<file path="config.mk">
export PLATFORM = sky130hd
export DESIGN_NAME = bus_access_sequencer
export DESIGN_NICKNAME = d
export VERILOG_FILES = /design/src/rtl/bus_access_sequencer.sv
export SDC_FILE = /design/constraint.sdc
export NUM_CORES = 1
export LEC_CHECK = 0
export CORE_MARGIN = 1.5
export CORE_UTILIZATION = 44
export DETAILED_ROUTE_END_ITERATION = 10
export GPL_ROUTABILITY_DRIVEN = 0
export PLACE_DENSITY = 0.93
export SKIP_CTS_REPAIR_TIMING = 1
export SYNTH_ARGS = -nofsm -noshare
export SYNTH_HDL_FRONTEND = slang
export SYNTH_SLANG_ARGS = --single-unit
</file>
<file path="constraint.sdc">
create_clock -name CLK -period 4.49 [get_ports CLK]
set_clock_uncertainty 0.05 [all_clocks]
set_input_delay 1.347 -clock CLK [delete_from_list [all_inputs] [get_ports CLK]]
set_output_delay 1.347 -clock CLK [all_outputs]
set_load 0.02 [all_outputs]
</file>
<file path="src/rtl/bus_access_sequencer.sv">
// bus_access_sequencer
// Master-facing front end of the peripheral read/write path. A single request
// is decoded against three address regions. The matching slave select is held
// with ren/wen for that region's fixed wait-state count. The read data is then
// captured and a one-cycle ready strobe is returned. Unmapped addresses and
// requests with both ren and wen set complete through a one-cycle error
// response and do not touch any slave.

module bus_access_sequencer #(
  parameter logic [31:0] BASE1 = 32'h8000_0000,
  parameter logic [31:0] MASK1 = 32'hFFFF_0000,
  parameter logic [31:0] BASE2 = 32'h8001_0000,
  parameter logic [31:0] MASK2 = 32'hFFFF_0000,
  parameter logic [31:0] BASE3 = 32'h8002_0000,
  parameter logic [31:0] MASK3 = 32'hFFFF_0000,
  parameter int unsigned LAT1  = 0,
  parameter int unsigned LAT2  = 2,
  parameter int unsigned LAT3  = 5
) (
  input  logic        CLK,
  input  logic        nRST,
  input  logic [31:0] req_addr,
  input  logic        req_ren,
  input  logic        req_wen,
  input  logic [31:0] req_wdata,
  output logic        busy,
  output logic        ready,
  output logic        error,
  output logic [31:0] rdata_out,
  output logic        addr_valid1,
  output logic        addr_valid2,
  output logic        addr_valid3,
  output logic        ren,
  output logic        wen,
  output logic [31:0] slv_addr,
  output logic [31:0] slv_wdata,
  input  logic [31:0] rdata_in
);

  localparam int NREG = 3;

  localparam logic [1:0] ST_IDLE   = 2'd0;
  localparam logic [1:0] ST_ACCESS = 2'd1;
  localparam logic [1:0] ST_RESP   = 2'd2;
  localparam logic [1:0] ST_ERR    = 2'd3;

  // Region tables, index 0 is region 1 (highest priority on overlap).
  localparam logic [31:0] BASE_TAB [NREG] = '{BASE1, BASE2, BASE3};
  localparam logic [31:0] MASK_TAB [NREG] = '{MASK1, MASK2, MASK3};
  // Wait-state counts are 0..15 and fit the 4-bit down-counter.
  localparam logic [3:0]  LAT_TAB  [NREG] = '{4'(LAT1), 4'(LAT2), 4'(LAT3)};

  logic [1:0]      state_q,   state_d;
  logic [31:0]     addr_q,    addr_d;
  logic [31:0]     wdata_q,   wdata_d;
  logic [31:0]     rdata_q,   rdata_d;
  logic            is_read_q, is_read_d;
  logic [NREG-1:0] sel_q,     sel_d;
  logic [3:0]      cnt_q,     cnt_d;

  logic [NREG-1:0] hit;
  logic [NREG-1:0] sel_dec;
  logic [3:0]      lat_dec;
  logic            in_access;

  // Raw region match and priority resolution (lower index wins on overlap).
  for (genvar gi = 0; gi < NREG; gi++) begin : g_decode
    assign hit[gi] = ((req_addr & MASK_TAB[gi]) == BASE_TAB[gi]);
    if (gi == 0) begin : g_first
      assign sel_dec[gi] = hit[gi];
    end else begin : g_rest
      assign sel_dec[gi] = hit[gi] & ~(|hit[gi-1:0]);
    end
  end

  // Wait-state count of the selected region (sel_dec is one-hot or zero).
  always_comb begin
    lat_dec = 4'd0;
    for (int i = 0; i < NREG; i++) begin
      if (sel_dec[i]) begin
        lat_dec = lat_dec | LAT_TAB[i];
      end
    end
  end

  // Next-state and datapath updates for the IDLE/ACCESS/RESP/ERR sequence.
  always_comb begin
    state_d   = state_q;
    addr_d    = addr_q;
    wdata_d   = wdata_q;
    rdata_d   = rdata_q;
    is_read_d = is_read_q;
    sel_d     = sel_q;
    cnt_d     = cnt_q;

    case (state_q)
      ST_IDLE: begin
        if (req_ren && req_wen) begin
          // Ambiguous request: report it without latching or accessing.
          state_d = ST_ERR;
        end else if (req_ren || req_wen) begin
          addr_d    = req_addr;
          is_read_d = req_ren;
          if (req_wen) begin
            wdata_d = req_wdata;
          end
          if (|sel_dec) begin
            sel_d   = sel_dec;
            cnt_d   = lat_dec;
            state_d = ST_ACCESS;
          end else begin
            state_d = ST_ERR;
          end
        end
      end

      ST_ACCESS: begin
        if (cnt_q == 4'd0) begin
          if (is_read_q) begin
            rdata_d = rdata_in;
          end
          state_d = ST_RESP;
        end else begin
          cnt_d = cnt_q - 4'd1;
        end
      end

      ST_RESP: begin
        state_d = ST_IDLE;
      end

      default: begin
        state_d = ST_IDLE;
      end
    endcase
  end

  // State and datapath registers; reset abandons any transfer in flight.
  always_ff @(posedge CLK or negedge nRST) begin
    if (!nRST) begin
      state_q   <= ST_IDLE;
      addr_q    <= 32'd0;
      wdata_q   <= 32'd0;
      rdata_q   <= 32'd0;
      is_read_q <= 1'b0;
      sel_q     <= '0;
      cnt_q     <= 4'd0;
    end else begin
      state_q   <= state_d;
      addr_q    <= addr_d;
      wdata_q   <= wdata_d;
      rdata_q   <= rdata_d;
      is_read_q <= is_read_d;
      sel_q     <= sel_d;
      cnt_q     <= cnt_d;
    end
  end

  // Slave-facing strobes are qualified by the state register alone, so they
  // drop as soon as reset clears the state.
  assign in_access   = (state_q == ST_ACCESS);
  assign addr_valid1 = in_access & sel_q[0];
  assign addr_valid2 = in_access & sel_q[1];
  assign addr_valid3 = in_access & sel_q[2];
  assign ren         = in_access & is_read_q;
  assign wen         = in_access & ~is_read_q;

  assign busy        = (state_q != ST_IDLE);
  assign ready       = (state_q == ST_RESP) || (state_q == ST_ERR);
  assign error       = (state_q == ST_ERR);

  assign slv_addr    = addr_q;
  assign slv_wdata   = wdata_q;
  assign rdata_out   = rdata_q;

endmodule
</file>
==> qor.txt, run 1 <==
========================================================================================
Status                                                                      finished, final reports clean
Clock tree from TritonCTS                                                            yes
CP Data Arrival Time                                                             2.10 ns
Wire length of the first global-routing pass                                    16200 um
Top cells by instance count after synthesis                                 sky130_fd_sc_hd__dfrtp_1 (106), sky130_fd_sc_hd__nand2_1 (99), sky130_fd_sc_hd__mux2_2 (60)
Area of the die                                                                10300 um2
Share of synthesized registers carrying an async set or reset                       1.00
Boundary Pins                                                                        204
Achievable Freq                                                                0.286 GHz
Worst-path cell with the longest stage delay                                sky130_fd_sc_hd__clkdlybuf4s50_1
Setup TNS                                                                           0 ns
Pins Over Slew Limit                                                                   0
Element type at the critical path start                                         register
Critical-path cell list                                                     nor2b_1 > and2_1 > clkdlybuf4s50_1
Number of non-filler instances in the completed layout                               683
Number of violations reported at the end of detailed-routing iteration 0              62
Growth of design area from synthesis to finish                                     54.3%
Portion of the clock cycle consumed by the worst path in the final layout          0.780
Worst IR drop on VDD                                                            0.373 mV
Number of flops mapped to enable cells by yosys                                        0
Power per unit of standard cell area                                          692 nW/um2
Synthesized net count                                                                451
Area of the core region                                                         9330 um2
Crit end category                                                            output port
Start point of the critical path                                              state_q[0]
Post-route DRC                                                                         0
Biggest area consumer among synthesized cells                               sky130_fd_sc_hd__dfrtp_1
Area share of xor/xnor cells in the synthesized design                                 0
Number of H-tree branching levels                                                      3
Maximum clock path buffer count                                                        2
Number of iterations in the first detailed-routing pass                                4
Total grt overflow                                                                     0
Adder-cell share of the synthesized area                                          0.0117
Die extent in y                                                                   102 um
Cells after DPL                                                                      667
Hold path startpoint                                                         slv_addr[5]
Drt wl/cell                                                                      15.7 um
Detailed-route vias per instance                                                    4.91
Number of cell rows                                                                   35
Share of the synthesized area in compound gates (AO/OA/AOI/OAI)                   0.0322
Number of failing setup endpoints in the final timing report                           0
Final core utilization                                                             0.708
Hold Violations, Final                                                                 0
Worst skew pair latency                                                          0.35 ns
DR vias                                                                             3354
Number of clock sinks                                                                106
Antenna Violating Nets Remaining                                                       0
Top area cells in the synthesized netlist                                   sky130_fd_sc_hd__dfrtp_1 (62%), sky130_fd_sc_hd__mux2_2 (16%), sky130_fd_sc_hd__nand2_1 (8.7%)
Warnings, synthesis                                                                    0
Inserted Clock Buffers                                                                 9
Initial Util                                                                       0.459
Synthesized area divided by synthesized cell count                              12.3 um2
Main combinational cell family by area after synthesis                      multiplexers
Dominant cell by count in the synthesized netlist                           sky130_fd_sc_hd__dfrtp_1
LEAKAGE                                                                          2.94 nW
Final HPWL DP                                                                    8050 um
Filler cells                                                                         660
Slew headroom                                                                      0.265
Unrepaired setup endpoints after global routing                                       no
Worst hold-check path type                                                  register to register
Min cycle time layout                                                            3.50 ns
Data required, critical path                                                     3.09 ns
Startpoint of the lowest-slack register-to-register path                        cnt_q[0]
CP bufs+invs                                                                           1
Number of input and output port buffers inserted                                     203
# diodes                                                                               0
Clk Tree Root Cell                                                          sky130_fd_sc_hd__clkbuf_8
Post-synthesis cell area                                                        4280 um2
Cell type group with the largest total delay on the critical path           simple AND/OR/NAND/NOR gates
Total GRT Usage                                                                    0.204
Number of antenna violations at the first check in global routing                      0
Start-to-end type of the worst setup path                                   register to output port
Post-layout nets                                                                     653
Total Routed Length                                                             10700 um
Proportion of synthesized chip area in sequential cells                            0.620
Largest net degree at the start of global routing                                     91
Fraction of the mapped netlist area in simple logic gates                          0.137
Chip width                                                                        102 um
Count of unique library cells instantiated by Yosys                                   38
Clk pin slew, worst setup/hold paths                                             0.11 ns
Actual transition at the worst max-transition pin                                1.10 ns
Top FF cell, synth                                                          sky130_fd_sc_hd__dfrtp_1
Delay of the slowest cell on the worst path                                      0.63 ns
Top-area cell type share of the netlist area                                       0.620
Cells after Synth                                                                    347
Largest fanout on the critical path                                                    8
Mux share of post-synthesis cell area                                              0.171
Synthesis-stage register bit count                                                   106
Layout cells sized above 1                                                         0.161
Number of global-route vias before repair                                           3397
Max Cap Viol                                                                           0
========================================================================================
## sequential cells by signal (all words and copies together), names as in the netlist
| signal | flops |
|---|---|
| slv_wdata | 32 |
| cnt_q | 4 |
| sel_q | 3 |
| is_read_q | 1 |
| slv_addr | 32 |
| state_q | 2 |
| rdata_out | 32 |
## stage by stage
step                setup slack [ns]  area (um2)  hold slack [ns]  power [mW]
floorplan                       1.64        4280            0.402        2.83
global placement               0.985        6410            0.407        3.94
detailed placement             0.950        6410            0.411        4.03
CTS                            0.965        6600            0.436        4.61
global route                   0.845        6600            0.460        4.84
finish                         0.990        6600            0.432        4.57
## routing by layer
metal / routed length (um) / global-route usage / share of wire
met3: 956 / 0.0676 / 0.089
met5: 0 / 0 / 0
met2: 5250 / 0.346 / 0.49
met4: 216 / 0.0748 / 0.020
met1: 4290 / 0.243 / 0.40
## path summary, 6_finish.rpt
path,to,slack (ns),cells past startpoint
setup / recovery,ren,0.99,3
hold / removal,slv_addr[5],0.43,2
setup reg to reg,rdata_out[19],2.26,6
hold reg to reg,slv_addr[5],0.43,2
max in group asynchronous,slv_wdata[19],2.38,2
min in group asynchronous,rdata_out[10],1.13,1
## logic make-up after synthesis
group,Yosys count
AOI/OAI and AO/OA,17
adders and majority gates,4
buffers and inverters,23
DFF,106
muxes,65
and+or+nand+nor,132
## tightest hold or removal path, stage by stage, from the launching register on
cell                      delay [ns]
sky130_fd_sc_hd__dfrtp_1        0.36
sky130_fd_sc_hd__nand2_1        0.05
sky130_fd_sc_hd__nand2_1        0.05
## power breakdown
| part | total (mW) | internal [mW] | switching [mW] |
|---|---|---|---|
| combinational | 2.33 | 1.20 | 1.13 |
| sequential | 1.67 | 1.41 | 0.260 |
| clock | 0.577 | 0.231 | 0.345 |
| total | 4.57 | 2.84 | 1.74 |
## cell usage in the layout, fill, tap and decap left out, types with 2 or more instances in the layout
cell type                         count
sky130_fd_sc_hd__or4_1                2
sky130_fd_sc_hd__buf_4                6
sky130_fd_sc_hd__mux2_2              60
sky130_fd_sc_hd__dfrtp_1            106
sky130_fd_sc_hd__nor2b_1              2
sky130_fd_sc_hd__and2_1               7
sky130_fd_sc_hd__inv_8                2
sky130_fd_sc_hd__or3_4                2
sky130_fd_sc_hd__nand3_1              2
sky130_fd_sc_hd__nand2_1             99
sky130_fd_sc_hd__o21ba_2              2
sky130_fd_sc_hd__o211a_1              2
sky130_fd_sc_hd__o31ai_1              2
sky130_fd_sc_hd__inv_6                2
sky130_fd_sc_hd__nor4_1               2
sky130_fd_sc_hd__clkinv_4             2
sky130_fd_sc_hd__ha_1                 4
sky130_fd_sc_hd__o21ai_0              3
sky130_fd_sc_hd__nand2b_1             2
sky130_fd_sc_hd__inv_1                6
sky130_fd_sc_hd__nor2_1               4
sky130_fd_sc_hd__nor3_1               3
sky130_fd_sc_hd__clkdlybuf4s50_1    202
sky130_fd_sc_hd__clkbuf_8            10
sky130_fd_sc_hd__mux2_1               5
## area by class of cell
| class | count | area, um2 | share of cell area |
|---|---|---|---|
| Sequential cell | 106 | 2650 | 0.402 |
| Multi-Input combinational cell | 218 | 1500 | 0.228 |
| Clock inverter | 6 | 57.6 | 0.00872 |
| Clock buffer | 10 | 138 | 0.0208 |
| Timing Repair Buffer | 208 | 2070 | 0.313 |
| Inverter | 6 | 22.5 | 0.00341 |
| Tap cell | 129 | 161 | 0.0244 |
Note: power is estimated with default switching activity, not from simulation.
==> run 2: changes to the inputs <==
CORE_UTILIZATION = 37   (was 44)
PLACE_DENSITY = 0.84   (was 0.93)
clock period = 3 ns   (was 4.49 ns; I/O delays follow)
==> run 2 against run 1 <==
Net effect: register-to-register slack got worse by 1.5 ns; global-route usage is 2.0 points lower; final cell count up 2.8%; worst setup slack lost 0.86 ns; cell area increased by 3.4%; clock power is 130% higher; via count grew 0.15%; non-clock buffer count is 5 higher; first-iteration DRC count grew 110%; sequential power up 50%; critical path type unchanged; largest power group unchanged; highest routed layer unchanged.
==> qor.txt, run 2 (synthesis gave the netlist of run 1 again) <==
========================================================================================
Status                                                                      finished, final reports clean
Clk pin slew, worst setup/hold paths                                             0.07 ns
# diodes                                                                               0
Post-route DRC                                                                         0
Cell type group with the largest total delay on the critical path           buffers and inverters
Initial Util                                                                       0.376
Final HPWL DP                                                                    8240 um
Critical path depth in cells                                                           4
Chip width                                                                        111 um
Hold Violations, Final                                                                 0
Worst-path cell with the longest stage delay                                sky130_fd_sc_hd__clkdlybuf4s50_1
Crit end category                                                            output port
Antenna Violating Nets Remaining                                                       0
Unrepaired setup endpoints after global routing                                       no
Number of input and output port buffers inserted                                     203
Largest net degree at the start of global routing                                     55
Power per unit of standard cell area                                         1070 nW/um2
Largest fanout on the critical path                                                    8
Portion of the clock cycle consumed by the worst path in the final layout          0.958
Die extent in y                                                                   111 um
Actual transition at the worst max-transition pin                                1.11 ns
Number of iterations in the first detailed-routing pass                                4
Start-to-end type of the worst setup path                                   register to output port
Maximum clock path buffer count                                                        2
Worst hold margin                                                               0.403 ns
Worst hold-check path type                                                  primary input to asynchronous set/reset pin
CP Data Arrival Time                                                             1.92 ns
Boundary Pins                                                                        204
Min cycle time layout                                                            2.87 ns
Number of H-tree branching levels                                                      3
Number of antenna violations at the first check in global routing                      0
Reg-to-reg setup timing slack                                                    0.74 ns
Total Routed Length                                                             11100 um
Delay of the slowest cell on the worst path                                      0.62 ns
CP bufs+invs                                                                           2
Post-layout nets                                                                     658
Most common cell after layout, fill and taps aside                          sky130_fd_sc_hd__clkdlybuf4s50_1
Critical-path cell list                                                     nor2b_1 > buf_4 > and2_1 > clkdlybuf4s50_1
Clock tree from TritonCTS                                                            yes
Highest-count cells in the layout ignoring fill and taps                    sky130_fd_sc_hd__clkdlybuf4s50_1 (202), sky130_fd_sc_hd__dfrtp_1 (106), sky130_fd_sc_hd__nand2_1 (99)
Total GRT Usage                                                                    0.185
Clk Tree Root Cell                                                          sky130_fd_sc_hd__clkbuf_16
Growth of design area from synthesis to finish                                     59.5%
Area of the core region                                                        11400 um2
DR vias                                                                             3359
Element type at the critical path start                                         register
Drt wl/cell                                                                      15.8 um
Number of failing setup endpoints in the final timing report                           0
Area of the die                                                                12200 um2
Number of cell rows                                                                   39
Max Cap Viol                                                                           0
Total grt overflow                                                                     0
LEAKAGE                                                                          3.03 nW
Layout cells sized above 1                                                         0.168
Number of cell instances on the worst register-to-register path                        6
Detailed-route vias per instance                                                    4.78
Number of clock sinks                                                                106
Achievable Freq                                                                0.348 GHz
Slew headroom                                                                      0.257
Number of violations reported at the end of detailed-routing iteration 0             133
Worst IR drop on VDD                                                            0.673 mV
Inserted Clock Buffers                                                                 9
Pins Over Slew Limit                                                                   0
Setup TNS                                                                           0 ns
Data required, critical path                                                     2.05 ns
Wire length of the first global-routing pass                                    18000 um
Number of global-route vias before repair                                           3492
Worst skew pair latency                                                          0.35 ns
========================================================================================
[run 2: cell types whose count changed in the layout (fill, tap and decap cells not counted), sizes merged]
cell	previous run	this run
inv	10	6
clkinv	2	1
clkinvlp	0	1
buf	6	11
clkbuf	10	12
bufinv	0	2
[run 2: through the flow]
step | utilization | worst slack, ns | instance area, um2 | std cells | power (mW)
2_1_floorplan | - | 0.594 | 4280 | 347 | 4.24
3_3_place_gp | 0.571 | 0.0340 | 6490 | 686 | 5.92
3_5_place_dp | 0.571 | -0.00889 | 6490 | 686 | 6.06
4_1_cts | 0.600 | 0.0922 | 6830 | 702 | 7.40
5_1_grt | 0.600 | 0.0228 | 6830 | 702 | 7.70
6_report | 0.600 | 0.126 | 6830 | 702 | 7.32
[run 2: report_power, final]
group	switching [mW]	total [mW]	internal [mW]
Sequential	0.387	2.50	2.11
Combinational	1.70	3.50	1.81
Clock	0.516	1.31	0.799
Total	2.60	7.32	4.72
[run 2: cell type report]
cell class              instances  area, um2
flip-flops and latches        106       2650
multi-input cells             218       1500
inverters                       6       22.5
fillers                       898       4540
well taps                     143        179
clock inverters                 4       72.6
repair buffers                213       2130
clock buffers                  12        267
[run 2: final timing paths]
path / start / to
min in group CLK: slv_addr[27] / slv_addr[27]
hold / removal: nRST / slv_wdata[3]
setup / recovery: state_q[0] / ren
setup reg to reg: cnt_q[0] / rdata_out[10]
max in group asynchronous: nRST / slv_addr[28]
hold reg to reg: slv_addr[27] / slv_addr[27]
[run 2: per-layer routing]
layer | track usage | wire length (um) | share of wire
met1 | 0.224 | 4620 | 0.42
met2 | 0.295 | 5200 | 0.47
met3 | 0.0631 | 943 | 0.085
met4 | 0.0872 | 304 | 0.027
met5 | 0 | 0 | 0
==> run 3: changes to the inputs <==
CTS_BUF_LIST = sky130_fd_sc_hd__clkbuf_8 sky130_fd_sc_hd__clkbuf_16   (was default)
==> results of run 3 <==
No change in the layout: final DEF, timing and power equal those of run 2.
